File: src/rtl/clock_div_prog.sv
// Run-time programmable clock divider: divided clock CLK_O plus a CLK_I-domain enable CE_O.
// Optional macro CLOCK_DIV_ODD_DUTY50_EN stretches the odd-divisor high phase by half a cycle.
module clock_div_prog #(
    parameter int unsigned CNT_WIDTH = 16,
    parameter int unsigned RESET_DIV = 2
) (
    input  logic                 CLK_I,
    input  logic                 RST_I,
    input  logic                 ENABLE_I,
    input  logic [CNT_WIDTH-1:0] DIV_I,
    input  logic                 DIV_LOAD_I,
    output logic                 DIV_ACK_O,
    output logic [CNT_WIDTH-1:0] DIV_O,
    output logic                 CLK_O,
    output logic                 CE_O
);

    localparam logic [CNT_WIDTH-1:0] ONE     = CNT_WIDTH'(1);
    localparam logic [CNT_WIDTH-1:0] DIV_RST = CNT_WIDTH'(RESET_DIV);

    logic [CNT_WIDTH-1:0] div_q, div_d;
    logic [CNT_WIDTH-1:0] cnt_q, cnt_d;
    logic [CNT_WIDTH-1:0] pval_q, pval_d;
    logic                 pend_q, pend_d;
    logic                 run_q, run_d;
    logic                 clk_q, clk_d;
    logic                 ce_q, ce_d;
    logic                 ack_q, ack_d;
    logic                 gate_q;
    logic                 byp_now, byp_nxt;
    logic                 tc, boundary, apply;
    logic                 div_clk;

    // Posedge state
    always_ff @(posedge CLK_I or posedge RST_I) begin
        if (RST_I) begin
            div_q  <= DIV_RST;
            cnt_q  <= '0;
            pval_q <= '0;
            pend_q <= 1'b0;
            run_q  <= 1'b0;
            clk_q  <= 1'b0;
            ce_q   <= 1'b0;
            ack_q  <= 1'b0;
        end else begin
            div_q  <= div_d;
            cnt_q  <= cnt_d;
            pval_q <= pval_d;
            pend_q <= pend_d;
            run_q  <= run_d;
            clk_q  <= clk_d;
            ce_q   <= ce_d;
            ack_q  <= ack_d;
        end
    end

    // A boundary is any edge where a new period may begin: stopped, bypass, or terminal count
    always_comb begin
        byp_now  = (div_q <= ONE);
        tc       = run_q && !byp_now && (cnt_q == (div_q - ONE));
        boundary = !run_q || byp_now || tc;
        apply    = pend_q && boundary;

        div_d  = div_q;
        cnt_d  = '0;
        run_d  = run_q;
        pend_d = pend_q;
        pval_d = pval_q;
        ack_d  = apply;

        if (apply) begin
            div_d  = pval_q;
            pend_d = 1'b0;
        end
        if (DIV_LOAD_I) begin
            pval_d = DIV_I;
            pend_d = 1'b1;
        end

        if (boundary) begin
            run_d = ENABLE_I;
            cnt_d = '0;
        end else begin
            cnt_d = cnt_q + ONE;
        end

        byp_nxt = (div_d <= ONE);
        clk_d   = run_d && !byp_nxt && (cnt_d < (div_d >> 1));
        ce_d    = run_d && (byp_nxt || (cnt_d == (div_d - ONE)));
    end

    // Bypass gate changes only while CLK_I is low, so the gated clock cannot glitch
    always_ff @(negedge CLK_I or posedge RST_I) begin
        if (RST_I) begin
            gate_q <= 1'b0;
        end else begin
            gate_q <= run_q && byp_now;
        end
    end

`ifdef CLOCK_DIV_ODD_DUTY50_EN
    logic ext_q;

    // Half-cycle copy of the high phase, ORed in for odd divisors to reach 50% duty
    always_ff @(negedge CLK_I or posedge RST_I) begin
        if (RST_I) begin
            ext_q <= 1'b0;
        end else begin
            ext_q <= clk_q;
        end
    end

    assign div_clk = clk_q | (div_q[0] & ext_q);
`else
    assign div_clk = clk_q;
`endif

    assign CLK_O     = byp_now ? (CLK_I & gate_q) : div_clk;
    assign CE_O      = ce_q;
    assign DIV_ACK_O = ack_q;
    assign DIV_O     = div_q;

endmodule

File: config.mk
export PLATFORM = sky130hd
export DESIGN_NAME = clock_div_prog
export DESIGN_NICKNAME = d
export VERILOG_FILES = /design/src/rtl/clock_div_prog.sv
export SDC_FILE = /design/constraint.sdc
export NUM_CORES = 1
export LEC_CHECK = 0
export ABC_AREA = 1
export ABC_CLOCK_PERIOD_IN_PS = 5200
export BUFFER_PORTS_ARGS = -buffer_cell sky130_fd_sc_hd__buf_4
export CORE_MARGIN = 10
export CORE_UTILIZATION = 50
export DETAILED_ROUTE_END_ITERATION = 10
export PLACE_DENSITY = 0.75
export SYNTH_ARGS = -nofsm -noshare
export SYNTH_HDL_FRONTEND = slang
export SYNTH_SLANG_ARGS = --single-unit
File: constraint.sdc
create_clock -name CLK_I -period 5.2 [get_ports CLK_I]
set_clock_uncertainty 0.2 [all_clocks]
set_input_delay 1.56 -clock CLK_I [delete_from_list [all_inputs] [get_ports CLK_I]]
set_output_delay 1.56 -clock CLK_I [all_outputs]
set_load 0.05 [all_outputs]
# Yosys cells after proc, flatten, opt, wreduce, memory -nomap -nowiden
# Cells that the tools add are included.
[totals] register_bits=54 memories=0 ramBits=0 latch_bits=0 input_bits=20 rom_bits=0
[classes] n_eq_ne=2 n_reduce_logical=14 div=0 n_mul=0 add_sub_neg=3 n_mux=6 order_cmp=3 shifts=0 bitwise=1
[op_table] operator="equality test 16 bit" count=2
[op_table] operator="less-or-equal comparator 16 x 1 -> 1 bit, second input constant" count=2
[op_table] operator="two-way mux 16 bit" count=2
[op_table] operator="subtractor 16 x 1 -> 16 bit, second input constant" count=2
[op_table] operator="adder 16 x 1 -> 16 bit, second input constant" count=1
[op_table] operator="less-than comparator 16 x 15 -> 1 bit" count=1
[op_table] operator="logical AND 1 bit" count=7
[op_table] operator="two-way mux 1 bit" count=4
[op_table] operator="logical NOT 1 bit" count=3
[op_table] operator="logical OR 1 bit" count=3
[op_table] operator="nonzero test 2 bit" count=1
[op_table] operator="AND 1 bit" count=1

# Logic depth before layout (Yosys ltp)
# Gate-level depths: netlist (run 1).
[depth] depth_word=11 mapped_depth=32 ltp_nobuf=31

==> qor.txt, run 1 <==
==============================================================================
RSZ-0062 raised after global routing ............................         true
Share of synthesized area occupied by flip-flops and latches ....        0.316
Placement row count .............................................           33
Register-to-register setup slack ................................      0.96 ns
Number of maximum-capacitance violations ........................            0
Worst Hold Margin ...............................................     0.285 ns
Tot Pwr .........................................................      1.61 mW
CP Launch Point .................................................       gate_q
Net switching fraction of the power .............................        0.447
Count of nets left with antenna violations after detail routing .            0
GR Layer Usage met1 .............................................        0.235
Area overhead of the layout relative to synthesis ...............        11.2%
Top post-synthesis cells by count ............................... 200 x sky130_fd_sc_hd__nand2_1, 85 x sky130_fd_sc_hd__inv_1, 65 x sky130_fd_sc_hd__nand3_1, 54 x sky130_fd_sc_hd__nor2_1, 52 x sky130_fd_sc_hd__dfrtp_1
Syn avg cell area ...............................................     6.72 µm²
Internal power ..................................................     0.889 mW
Async set-reset flop share out of synthesis .....................         1.00
Number of warning messages in the yosys log .....................            0
Ratio of total power to cell area ...............................   337 mW/mm²
CP arrival ......................................................      3.75 ns
Initial antenna violation count .................................            0
Per-cell routed wire length .....................................      14.5 µm
Setup violators final ...........................................            2
Worst vdd ir ....................................................     0.143 mV
Setup TNS Final .................................................    -0.312 ns
Instance count of the mapped netlist ............................          638
Share of total power in the clock network .......................        0.188
Final Hold Vio Count ............................................            0
Clock insertion delay at the later pin of the skew report .......      0.41 ns
Height of the chip ..............................................       113 µm
Mapped cell area ................................................  0.00429 mm²
Number of cells on the worst reg-to-reg path ....................            6
Class of the most critical hold timing path .....................   reg -> reg
IO buf count ....................................................           38
Violation count after the first detailed-routing iteration ......          303
Number of placed I/O pins .......................................           39
TritonCTS clock tree ............................................          yes
Source of the worst register-to-register timing path ............     DIV_O[0]
Reg clk slew, reported paths ....................................      0.09 ns
Type of element capturing the critical path .....................  output port
Count of vias placed by the detailed router .....................        4,102
Remaining max-slew budget at the tightest pin ...................        0.457
GR Util met2 ....................................................        0.282
GR Overflow Total ...............................................            0
Maximum net fanout on the critical path .........................            1
DRC Markers .....................................................            0
Dpl hpwl ........................................................      8950 µm
Global routing's busiest layer ..................................         met2
Chip width ......................................................       113 µm
Area share of the leading cell type in the synthesized netlist ..        0.304
Actual transition at the worst max-transition pin ...............     0.814 ns
Number of antenna diodes ........................................            0
Leading cell types by total area after synthesis ................ sky130_fd_sc_hd__dfrtp_1 30%, sky130_fd_sc_hd__nand2_1 18%, sky130_fd_sc_hd__nand3_1 7.6%
Netlist cell types ..............................................           39
Total wire length ...............................................    11,300 µm
Dominant synthesized flop cell .................................. sky130_fd_sc_hd__dfrtp_1
Setup crit end ..................................................        CLK_O
Final worst slack ...............................................    -0.312 ns
Post-cts hold buffer count ......................................            0
Mapped Nets .....................................................          676
Pre-CTS setup slack .............................................     0.154 ns
Switching Power .................................................     0.718 mW
Worst reg2reg path endpoint .....................................       gate_q
Worst Setup Start Kind ..........................................    flip-flop
Flip-flop and latch count after synthesis .......................           54
GRT Util Overall ................................................        0.177
Type of the worst setup path ....................................   reg -> out
Outcome ......................................................... complete, but fails checks
Cell leakage power ..............................................      2.50 nW
Wire length of the first global-routing pass ....................    18,700 µm
Gate power share ................................................        0.465
Average vias per placed instance ................................         5.25
Core region area ................................................  0.00830 mm²
Failing checks .................................................. setup timing
Largest net degree at the start of global routing ...............           54
Top cell type by total area after synthesis ..................... sky130_fd_sc_hd__dfrtp_1
Number of global-route vias before repair .......................        3,981
NumNets Final ...................................................          713
Final slew viol count ...........................................            0
Cell Count, Final, Fillers Out ..................................          781
GPL Wtd Cong ....................................................        0.962
Leading cell type by number of instances after synthesis ........ sky130_fd_sc_hd__nand2_1
Number of cells in the design after placement ...................          770
Sequential fraction of design power .............................        0.346
Fraction of layout instances using a drive strength above 1 .....        0.155
Fraction of met3 tracks used by global routing ..................       0.0373
Critical path data required time ................................      3.44 ns
Die area ........................................................   0.0127 mm²
Post-synth EDFFs ................................................            0
Effective utilization at floorplan ..............................        0.516
Router iterations before antenna repair .........................            6
==============================================================================
## cells in the final DEF, fill, tap and decap left out, types with 3 or more instances in the layout
master	Yosys	layout
sky130_fd_sc_hd__inv_2	4	4
sky130_fd_sc_hd__dfrtp_1	52	52
sky130_fd_sc_hd__nand4_1	10	10
sky130_fd_sc_hd__ha_1	18	18
sky130_fd_sc_hd__buf_4	1	39
sky130_fd_sc_hd__nand3_1	65	64
sky130_fd_sc_hd__nor2_4	5	5
sky130_fd_sc_hd__nand2_1	200	199
sky130_fd_sc_hd__o21ai_0	22	22
sky130_fd_sc_hd__o21ai_1	3	3
sky130_fd_sc_hd__a21oi_1	12	12
sky130_fd_sc_hd__nand2_4	4	4
sky130_fd_sc_hd__xnor2_1	11	11
sky130_fd_sc_hd__nand3b_1	7	7
sky130_fd_sc_hd__clkbuf_8	0	9
sky130_fd_sc_hd__nand2_2	18	19
sky130_fd_sc_hd__o21bai_1	3	3
sky130_fd_sc_hd__inv_1	85	84
sky130_fd_sc_hd__nor2_1	54	54
sky130_fd_sc_hd__o211ai_1	3	3
sky130_fd_sc_hd__xor2_1	12	12
sky130_fd_sc_hd__nor2_2	15	15
sky130_fd_sc_hd__clkinv_1	5	5
## cell families (layout without fill, tap and decap cells)
logic type | count (synthesis) | after routing | synth area share
xor+xnor | 23 | 23 | 0.0470
flops | 54 | 54 | 0.316
fa+ha+maj | 18 | 18 | 0.0526
buf+inv | 107 | 145 | 0.106
compound gates | 48 | 48 | 0.0651
simple gates | 388 | 388 | 0.413
## worst max-delay path: stages, from the launching register on
cell,delay [ns]
sky130_fd_sc_hd__dfrtn_1,0.40
sky130_fd_sc_hd__nand3_2,0.07
sky130_fd_sc_hd__nand2_2,0.11
sky130_fd_sc_hd__buf_8,0.15
## metal layers
metal  routed length (µm)  vias to the layer above
li1                     -                     2073
met1                 5320                     1879
met2                 5100                      132
met3                  699                       18
met4                  190                        0
met5                    0                        -
## cell type report
cell class / instances / area (µm²)
flip-flops and latches: 54 / 1350
clock inverters: 1 / 5.00
well taps: 105 / 131
repair buffers: 39 / 293
clock buffers: 11 / 143
fillers: 777 / 3530
multi-input cells: 477 / 2480
inverters: 94 / 357
## worst min path at each step
stage	start	endpoint	slack, ns	cells after the start
2_1_floorplan	pval_q[14]	pval_q[14]	0.24	2
3_3_place_gp	pval_q[14]	pval_q[14]	0.27	2
3_5_place_dp	pval_q[14]	pval_q[14]	0.27	2
4_1_cts	pval_q[14]	pval_q[14]	0.29	2
5_1_grt	pval_q[14]	pval_q[14]	0.32	2
6_report	pval_q[14]	pval_q[14]	0.28	2
## per-stage QoR
step                      cell area (µm²)  utilization
final                                4770        0.574
after global routing                 4770        0.574
after CTS                            4760        0.573
after detailed placement             4620        0.556
after global placement               4620        0.556
after floorplan                      4290            -
## state kept, by name, indices dropped and copies added (netlist names)
register and flops:
cnt_q 16, clk_q 1, CE_O 1, gate_q 1, pend_q 1, DIV_ACK_O 1, pval_q 16, DIV_O 16
run_q 1
## power groups by stage
stage | sequential (mW) | combinational, mW | clock [mW]
floorplan | 0.613 | 0.491 | 0.000871
global placement | 0.560 | 0.721 | 0.00119
detailed placement | 0.563 | 0.735 | 0.00119
CTS | 0.554 | 0.740 | 0.308
global route | 0.564 | 0.840 | 0.329
finish | 0.557 | 0.748 | 0.302
## repair_timing
action / in CTS / in global routing
buffers inserted: 0 / 0
endpoints found under the setup margin: 2 / 2
gates resized for setup: 2 / 2
Power figures use the tool's default switching activity.
==> run 2: changes to the inputs <==
--- a/config.mk
+++ b/config.mk
@@ -8,10 +8,13 @@
 export ABC_AREA = 1
 export ABC_CLOCK_PERIOD_IN_PS = 5200
 export BUFFER_PORTS_ARGS = -buffer_cell sky130_fd_sc_hd__buf_4
+export CELL_PAD_IN_SITES_DETAIL_PLACEMENT = 0
+export CELL_PAD_IN_SITES_GLOBAL_PLACEMENT = 1
 export CORE_MARGIN = 10
-export CORE_UTILIZATION = 50
+export CORE_UTILIZATION = 47
 export DETAILED_ROUTE_END_ITERATION = 10
-export PLACE_DENSITY = 0.75
+export HOLD_SLACK_MARGIN = 0.08
+export PLACE_DENSITY_LB_ADDON = 0.1
 export SYNTH_ARGS = -nofsm -noshare
 export SYNTH_HDL_FRONTEND = slang
 export SYNTH_SLANG_ARGS = --single-unit
==> qor.txt, run 2 (synthesized netlist as in run 1, its figures left out) <==
==============================================================================
Pre-CTS setup slack .............................................     0.154 ns
Ratio of total power to cell area ...............................   347 mW/mm²
Actual transition at the worst max-transition pin ...............     0.806 ns
Cell Count, Final, Fillers Out ..................................          785
Core region area ................................................  0.00881 mm²
Final slew viol count ...........................................            0
Fraction of layout instances using a drive strength above 1 .....        0.157
Maximum net fanout on the critical path .........................            1
Most frequent cells in the layout ............................... 199 x sky130_fd_sc_hd__nand2_1, 84 x sky130_fd_sc_hd__inv_1, 64 x sky130_fd_sc_hd__nand3_1
Setup TNS Final .................................................    -0.313 ns
Setup violators final ...........................................            2
Type of element capturing the critical path .....................  output port
Largest net degree at the start of global routing ...............           54
Dpl hpwl ........................................................      9570 µm
Critical path data required time ................................      3.44 ns
Cell leakage power ..............................................      2.51 nW
Post-cts hold buffer count ......................................            0
Final Instance Area .............................................  0.00480 mm²
Effective utilization at floorplan ..............................        0.487
RSZ-0062 raised after global routing ............................         true
Die area ........................................................   0.0133 mm²
Number of global-route vias before repair .......................        3,879
IO buf count ....................................................           38
Placement row count .............................................           34
Class of the most critical hold timing path .....................   reg -> reg
Height of the chip ..............................................       115 µm
GRT Util Overall ................................................        0.184
Count of nets left with antenna violations after detail routing .            0
Count of vias placed by the detailed router .....................        4,038
NumNets Final ...................................................          714
Number of cells in the design after placement ...................          774
Tot Pwr .........................................................      1.67 mW
Failing checks .................................................. setup timing
Reg clk slew, reported paths ....................................      0.10 ns
Final worst slack ...............................................    -0.313 ns
Area overhead of the layout relative to synthesis ...............        12.1%
Number of maximum-capacitance violations ........................            0
Per-cell routed wire length .....................................      14.9 µm
FILL cells ......................................................          887
Worst Setup Start Kind ..........................................    flip-flop
Average vias per placed instance ................................         5.14
Number of placed I/O pins .......................................           39
Gates resized, CTS repair .......................................            3
Area after detailed placement ...................................  0.00463 mm²
Type of the worst setup path ....................................   reg -> out
Most common cell after layout, fill and taps aside .............. sky130_fd_sc_hd__nand2_1
GPL Wtd Cong ....................................................        0.973
Outcome ......................................................... complete, but fails checks
Violation count after the first detailed-routing iteration ......          251
Number of antenna diodes ........................................            0
# Post-CTS Setup Buffers ........................................            0
TritonCTS clock tree ............................................          yes
Final Hold Vio Count ............................................            0
Router iterations before antenna repair .........................            5
CP arrival ......................................................      3.75 ns
Worst vdd ir ....................................................     0.135 mV
DRC Markers .....................................................            0
Initial antenna violation count .................................            0
Remaining max-slew budget at the tightest pin ...................        0.463
Wire length of the first global-routing pass ....................    19,200 µm
Clock insertion delay at the later pin of the skew report .......      0.42 ns
GR Overflow Total ...............................................            0
Chip width ......................................................       115 µm
Total wire length ...............................................    11,700 µm
==============================================================================
## run 2: cell count changes in the layout (fill, tap and decap cells not counted)
cell                        change
sky130_fd_sc_hd__clkinv_2       -1
sky130_fd_sc_hd__bufinv_16      +1
sky130_fd_sc_hd__buf_4          +1
## run 2: metrics by stage
stage / hold slack, ns / util
2_1_floorplan: 0.243 / -
3_3_place_gp: 0.264 / 0.526
6_report: 0.282 / 0.545
5_1_grt: 0.335 / 0.545
4_1_cts: 0.289 / 0.545
3_5_place_dp: 0.263 / 0.526
## run 2: routing by layer
layer / vias up / global-route usage / part of all wire
li1: 2078 / - / -
met1: 1844 / 0.246 / 0.49
met2: 97 / 0.286 / 0.44
met3: 19 / 0.0413 / 0.047
met4: 0 / 0.0633 / 0.020
met5: - / 0 / 0
## run 2: path summary, 6_finish.rpt
path / start / slack (ns) / endpoint / depth (start not counted)
max in group asynchronous: RST_I / 1.35 / gate_q / 2
min: pval_q[14] / 0.28 / pval_q[14] / 2
min reg2reg: pval_q[14] / 0.28 / pval_q[14] / 2
min in group asynchronous: RST_I / 1.22 / pval_q[14] / 3
max reg2reg: DIV_O[11] / 0.94 / gate_q / 6
max: gate_q / -0.31 / CLK_O / 3
## run 2: report_power, final
group	internal, mW	switching [mW]	leakage, nW	total [mW]
Clock	0.207	0.153	0.0884	0.360
Sequential	0.480	0.0776	0.658	0.558
Combinational	0.251	0.498	1.77	0.749
Total	0.939	0.728	2.51	1.67
## run 2: worst max-delay path, stage by stage, from the launching register on
cell	delay (ns)
sky130_fd_sc_hd__dfrtn_1	0.40
sky130_fd_sc_hd__nand3_2	0.07
sky130_fd_sc_hd__nand2_2	0.10
sky130_fd_sc_hd__buf_8	0.15
## run 2: layout make-up
type,instances,area [µm²],share of cell area
multi-input cells,477,2480,0.517
flip-flops and latches,54,1350,0.282
inverters,94,357,0.0743
repair buffers,40,300,0.0625
clock buffers,11,143,0.0297
well taps,108,135,0.0281
clock inverters,1,30.0,0.00625
